[src/rtl/axis_governor_ctl.sv]
// Stateful AXI-Stream debug governor: inline run control (run/pause/step/run-to-last),
// flit injection, drop, and a 2-deep buffered log tap of accepted input flits.
module axis_governor_ctl #(
    parameter int unsigned DATA_WIDTH = 64,
    parameter int unsigned DEST_WIDTH = 16,
    parameter int unsigned CNT_WIDTH  = 16
) (
    input  logic                  clk,
    input  logic                  rst,

    input  logic [DATA_WIDTH-1:0] in_TDATA,
    input  logic [DEST_WIDTH-1:0] in_TDEST,
    input  logic                  in_TLAST,
    input  logic                  in_TVALID,
    output logic                  in_TREADY,

    input  logic [DATA_WIDTH-1:0] inj_TDATA,
    input  logic [DEST_WIDTH-1:0] inj_TDEST,
    input  logic                  inj_TLAST,
    input  logic                  inj_TVALID,
    output logic                  inj_TREADY,

    output logic [DATA_WIDTH-1:0] out_TDATA,
    output logic [DEST_WIDTH-1:0] out_TDEST,
    output logic                  out_TLAST,
    output logic                  out_TVALID,
    input  logic                  out_TREADY,

    output logic [DATA_WIDTH-1:0] log_TDATA,
    output logic [DEST_WIDTH-1:0] log_TDEST,
    output logic                  log_TLAST,
    output logic                  log_TVALID,
    input  logic                  log_TREADY,

    input  logic                  cmd_valid,
    input  logic [2:0]            cmd_op,
    input  logic [CNT_WIDTH-1:0]  cmd_arg,

    output logic [1:0]            state,
    output logic [CNT_WIDTH-1:0]  flit_count,
    output logic                  drop_q,
    output logic                  log_en_q
);

    typedef enum logic [1:0] {
        ST_RUNNING  = 2'd0,
        ST_PAUSED   = 2'd1,
        ST_STEPPING = 2'd2,
        ST_TO_LAST  = 2'd3
    } state_t;

    localparam logic [2:0] OP_RUN      = 3'd0;
    localparam logic [2:0] OP_PAUSE    = 3'd1;
    localparam logic [2:0] OP_STEP     = 3'd2;
    localparam logic [2:0] OP_TO_LAST  = 3'd3;
    localparam logic [2:0] OP_SET_MODE = 3'd4;
    localparam logic [2:0] OP_CLR_CNT  = 3'd5;

    state_t                 state_q;
    logic [CNT_WIDTH-1:0]   remaining_q;

    logic [DATA_WIDTH-1:0]  log_data_q [2];
    logic [DEST_WIDTH-1:0]  log_dest_q [2];
    logic                   log_last_q [2];
    logic                   log_wr_ptr_q;
    logic                   log_rd_ptr_q;
    logic [1:0]             log_cnt_q;

    logic active;
    logic log_room;
    logic in_hs;
    logic log_push;
    logic log_pop;

    // Forward path and handshake qualification, all from registered control state.
    assign active     = (state_q != ST_PAUSED);
    assign log_room   = !log_en_q || (log_cnt_q < 2'd2);
    assign in_TREADY  = active && log_room && (drop_q || (!inj_TVALID && out_TREADY));
    assign out_TVALID = inj_TVALID || (in_TVALID && active && !drop_q && log_room);
    assign out_TDATA  = inj_TVALID ? inj_TDATA : in_TDATA;
    assign out_TDEST  = inj_TVALID ? inj_TDEST : in_TDEST;
    assign out_TLAST  = inj_TVALID ? inj_TLAST : in_TLAST;
    assign inj_TREADY = out_TREADY;

    assign in_hs    = in_TVALID && in_TREADY;
    assign log_push = in_hs && log_en_q;
    assign log_pop  = log_TVALID && log_TREADY;

    assign log_TVALID = (log_cnt_q != 2'd0);
    assign log_TDATA  = log_data_q[log_rd_ptr_q];
    assign log_TDEST  = log_dest_q[log_rd_ptr_q];
    assign log_TLAST  = log_last_q[log_rd_ptr_q];

    assign state = state_q;

    // Log FIFO storage; entries need no reset since occupancy gates visibility.
    always_ff @(posedge clk) begin
        if (log_push) begin
            log_data_q[log_wr_ptr_q] <= in_TDATA;
            log_dest_q[log_wr_ptr_q] <= in_TDEST;
            log_last_q[log_wr_ptr_q] <= in_TLAST;
        end
    end

    always_ff @(posedge clk) begin
        if (rst) begin
            log_wr_ptr_q <= 1'b0;
            log_rd_ptr_q <= 1'b0;
            log_cnt_q    <= 2'd0;
        end else begin
            if (log_push) log_wr_ptr_q <= ~log_wr_ptr_q;
            if (log_pop)  log_rd_ptr_q <= ~log_rd_ptr_q;
            case ({log_push, log_pop})
                2'b10:   log_cnt_q <= log_cnt_q + 2'd1;
                2'b01:   log_cnt_q <= log_cnt_q - 2'd1;
                default: log_cnt_q <= log_cnt_q;
            endcase
        end
    end

    always_ff @(posedge clk) begin
        if (rst) begin
            flit_count <= '0;
        end else if (cmd_valid && (cmd_op == OP_CLR_CNT)) begin
            flit_count <= '0;
        end else if (in_hs) begin
            flit_count <= flit_count + CNT_WIDTH'(1);
        end
    end

    // Run-control FSM: handshake transitions first, a same-cycle command overrides them.
    always_ff @(posedge clk) begin
        if (rst) begin
            state_q     <= ST_RUNNING;
            remaining_q <= '0;
            drop_q      <= 1'b0;
            log_en_q    <= 1'b0;
        end else begin
            if (in_hs) begin
                case (state_q)
                    ST_STEPPING: begin
                        remaining_q <= remaining_q - CNT_WIDTH'(1);
                        if (remaining_q == CNT_WIDTH'(1)) state_q <= ST_PAUSED;
                    end
                    ST_TO_LAST: begin
                        if (in_TLAST) state_q <= ST_PAUSED;
                    end
                    default: ;
                endcase
            end
            if (cmd_valid) begin
                case (cmd_op)
                    OP_RUN:     state_q <= ST_RUNNING;
                    OP_PAUSE:   state_q <= ST_PAUSED;
                    OP_STEP: begin
                        if (cmd_arg != '0) begin
                            state_q     <= ST_STEPPING;
                            remaining_q <= cmd_arg;
                        end else begin
                            state_q <= ST_PAUSED;
                        end
                    end
                    OP_TO_LAST: state_q <= ST_TO_LAST;
                    OP_SET_MODE: begin
                        drop_q   <= cmd_arg[0];
                        log_en_q <= cmd_arg[1];
                    end
                    default: ;
                endcase
            end
        end
    end

endmodule

[config.mk]
export PLATFORM = sky130hd
export DESIGN_NAME = axis_governor_ctl
export DESIGN_NICKNAME = d
export VERILOG_FILES = /design/src/rtl/axis_governor_ctl.sv
export SDC_FILE = /design/constraint.sdc
export NUM_CORES = 1
export LEC_CHECK = 0
export CORE_UTILIZATION = 43
export CTS_CLUSTER_DIAMETER = 120
export DETAILED_ROUTE_END_ITERATION = 8
export PLACE_DENSITY = 0.92
export SETUP_SLACK_MARGIN = 0.2
export SYNTH_ARGS = -nofsm -noshare
export SYNTH_HDL_FRONTEND = slang
export SYNTH_SLANG_ARGS = --single-unit
export TNS_END_PERCENT = 10
[constraint.sdc]
create_clock -name clk -period 6.81 [get_ports clk]
set_clock_uncertainty 0.2 [all_clocks]
set_input_delay 1.362 -clock clk [delete_from_list [all_inputs] [get_ports clk]]
set_output_delay 1.362 -clock clk [all_outputs]
set_load 0.1 [all_outputs]
==> summary.md <==
| Metric | Value |
|---|---|
| # diodes | 0 |
| PwrDens | 225 mW/mm^2 |
| Routed length per instance | 20.8 microns |
| Clk root buf | clkbuf_16 |
| Final setup violation count | 0 |
| Overflow after GRT | 0 |
| Leakage | 4.56 nW |
| Setup CP Type | input pin to primary output |
| Yosys warns | 0 |
| Measured slew at the worst slew-check pin | 1.15 ns |
| Slew Viols, Final | 0 |
| Top cell type's share of synthesized area | 54.3% |
| Clk Latency, worst-skew pair | 0.48 ns |
| Final hold viol count | 0 |
| Vias in the first global route | 6890 |
| Die area | 0.0214 sq mm |
| Rows | 52 |
| Status | complete, no violations |
| Psw | 0.882 mW |
| Post-DR vias/cell | 5.27 |
| Worst VDD drop | around 0.15 mV |
| H-tree depth | 1 |
| Initial antenna violation count | 0 |
| Core region area | 0.0204 sq mm |
| Synth area leaders | edfxtp_1 (54%), mux2_2 (20%), dfxtp_1 (9.2%) |
| Reg2reg end | log_data_q[1][32] |
| Maximum clock path buffer count | 3 |
| Die width | 146 microns |
| Total CTS buffers | 21 |
| Clock-pin slew on the worst setup and hold paths | ~0.060 ns |
| Syn Area/Cell | between 10 and 15 sq um |
| Critical path data arrival time | 3.84 ns |
| Critical Path Fanout Max | 78 |
| R2R cell count | 4 |
| Top Ports | 374 |
| Ys flop type | edfxtp_1 |
| CP bufs+invs | 3 |
| Synth area leader | edfxtp_1 |
| DR iter-0 viols | 263 |
| CP Data Required Time | 5.25 ns |
| Slew margin rel. | 23.5% |
| Via count | 6620 |
| Post-Route WL | between 20000 and 30000 microns |
| Clock network fraction of total power | 34.6% |
| Internal | 2.17 mW |
| Syn Inst Count | 604 |
| Net Sw Frac | 28.9% |
| DR pass1 iterations | 5 |
| Cell area after synthesis | 0.00897 sq mm |
| TritonCTS clock tree | yes |
| Final GP Congestion | 0.865 |
| Post-route DRC | 0 |
| Setup bufs post-CTS | 0 |
| Area Overhead vs Synth | 51.2% |
| Multi-input gate area in the final layout | 0.00313 sq mm |
| Sink Count | 203 |
| Hold path depth | 2 |
| Largest net degree at the start of global routing | 82 |
| Pwr Total | just over 3 mW |
| PostCTS Resize Cnt | 0 |
| Filler cells | 1441 |
| Min Tclk post-route | 5.40 ns |
| Layout Cell Area excl Fill | 0.0136 sq mm |
| Syn Nets | 796 |
| Critical Path Max Stage Delay | 0.97 ns |
| Die Height | 146 microns |
| Cell mode on critical path | buf_4 |
| Slowest-stage cell, CP | clkdlybuf4s50_1 |
| Nets | between 1000 and 1500 |
| #FFs+latches synth | 203 |
| Post-route antenna net violation count | 0 |
| Kind of cell adding the most delay to the critical path | buffers and inverters |
| Synth unique cells | 51 |
| Max Cap Viol | 0 |
| Critical R2R Launch | state[1] |
| Global-route wire length before repair | a little under 40000 microns |
| Initial Util | 44.0% |
| Flop pwr share | between 40 and 50% |
| Tcrit/Tclk final | between 70 and 80% |
| Seq/Total Area, Yosys | 63.4% |
| R2r setup slk | approximately 3.7 ns |
| GRT Util Overall | 23.9% |
| Area after DPL | 0.0129 sq mm |
| Hold Crit Class | flip-flop to flip-flop |
| Ys async rst share | 0% |
| Post-DP HPWL | 18600 microns |
| Number of synthesized flops with an enable pin | between 150 and 200 |
| # port buffers | 373 |
| Crit path capture type | primary output |
| FF/Latch Area | 0.00569 sq mm |
| Maximum clock frequency | 185 MHz |
| Combinational share of power | between 20% and 30% |
| Hold EP | remaining_q[12] |
| Unrepaired setup endpoints after global routing | no |
| Critical Path Source Type | input pin |
| Post-CTS Hold Fix Bufs | 0 |
| Sequence of cells on the critical path | buf_4 -> buf_4 -> mux2_2 -> clkdlybuf4s50_1 |
| Layout cells sized above 1 | 20.6% |
| Total Neg Setup Slack | 0 ns |
| Hold path startpoint | remaining_q[12] |
[placed cells by master (no fill, tap or decap), drive strengths merged, types with 6 or more instances in the layout]
master         instances
clkdlybuf4s50        372
mux2                 162
edfxtp               162
nor2                  42
dfxtp                 41
clkbuf                31
xnor2                 19
nand2                 15
nor3                  14
nor4                  10
or3                    9
nand3                  8
a211oi                 8
xor2                   7
o21ai                  7
a311oi                 6
[registers in the layout (all words and copies together), names as in the netlist, named ones only]
| register | count |
|---|---|
| log_data_q | 128 |
| flit_count | 16 |
| log_dest_q | 32 |
| remaining_q | 16 |
| drop_q | 1 |
| log_wr_ptr_q | 1 |
| log_cnt_q | 2 |
| log_en_q | 1 |
| state | 2 |
| log_rd_ptr_q | 1 |
| log_last_q | 2 |
[worst reg2reg max path, cell delays in order (launching register included)]
cell	delay [ns]
dfxtp_1	0.42
nand2b_1	0.29
o2111a_1	0.53
and3_4	0.91
buf_4	0.46
[cell families (layout without fill, tap and decap cells)]
logic type	Yosys count	count (layout)	synth area share, %
adder cells (fa/ha/maj)	4	4	0.558
AO/OA/AOI/OAI	45	45	3.91
buffers and inverters	37	419	1.80
multiplexers	163	163	20.5
flip-flops	203	203	63.4
XOR/XNOR	26	26	2.54
AND/OR/NAND/NOR	126	126	7.33
[layer usage]
metal | share of wire [%] | vias to the layer above | GRT usage [%] | wire length (microns)
met5 | 0 | - | 0 | 0
met2 | 52 | 309 | 43.7 | 13600
met3 | 7.5 | 58 | 5.34 | 1960
li1 | - | 3056 | - | -
met1 | 37 | 3197 | 27.5 | 9690
met4 | 3.1 | 0 | 7.86 | 822
[final cells by class]
type | count | share of cell area, %
sequential | 203 | 42.0
tap | 270 | 2.49
inverter | 5 | 0.138
clock buffer | 31 | 4.15
clock inverter | 6 | 0.379
timing repair buffer | 377 | 27.8
multi-input combinational | 364 | 23.1
[through the flow]
step	util [%]	setup WS [ns]	cells	hold slack, ns
final	66.6	1.41	1256	0.294
after global routing	66.6	1.36	1256	0.338
after CTS	66.6	1.46	1256	0.295
after detailed placement	63.5	1.46	1219	0.290
after global placement	63.5	1.50	1219	0.283
after floorplan	-	0.711	604	0.261
[cells in the mapped netlist, drive strengths merged, types with 2 or more instances]
cell,n
nor4,10
and2,2
nand2,15
o41ai,5
nor2b,4
edfxtp,162
nor2,42
nor3,14
nand2b,4
buf,4
inv,5
nor4b,2
o21ai,7
dfxtp,41
ha,4
a21oi,4
and3,3
clkbuf,28
or2,3
o2111ai,5
or3,9
and4,3
o311a,2
a311oi,6
xnor2,19
mux2,162
xor2,7
nand3,8
nand4,4
a211oi,8
[worst max path at each step]
stage,endpoint,startpoint,depth (start not counted)
6_report,out_TDATA[63],inj_TVALID,4
5_1_grt,out_TDATA[63],inj_TVALID,4
4_1_cts,out_TDATA[63],inj_TVALID,4
3_5_place_dp,out_TDATA[63],inj_TVALID,4
3_3_place_gp,out_TDATA[7],inj_TVALID,4
2_1_floorplan,log_data_q[0][0],out_TREADY,5
[power groups by stage]
stage	Sequential, mW	Combinational (mW)	Clock, mW
2_1_floorplan	1.38	0.407	0
3_3_place_gp	1.38	0.633	0
3_5_place_dp	1.38	0.640	0
4_1_cts	1.35	0.643	1.07
5_1_grt	1.35	0.660	1.12
6_report	1.35	0.643	1.06
(Power assumes the default switching activity.)
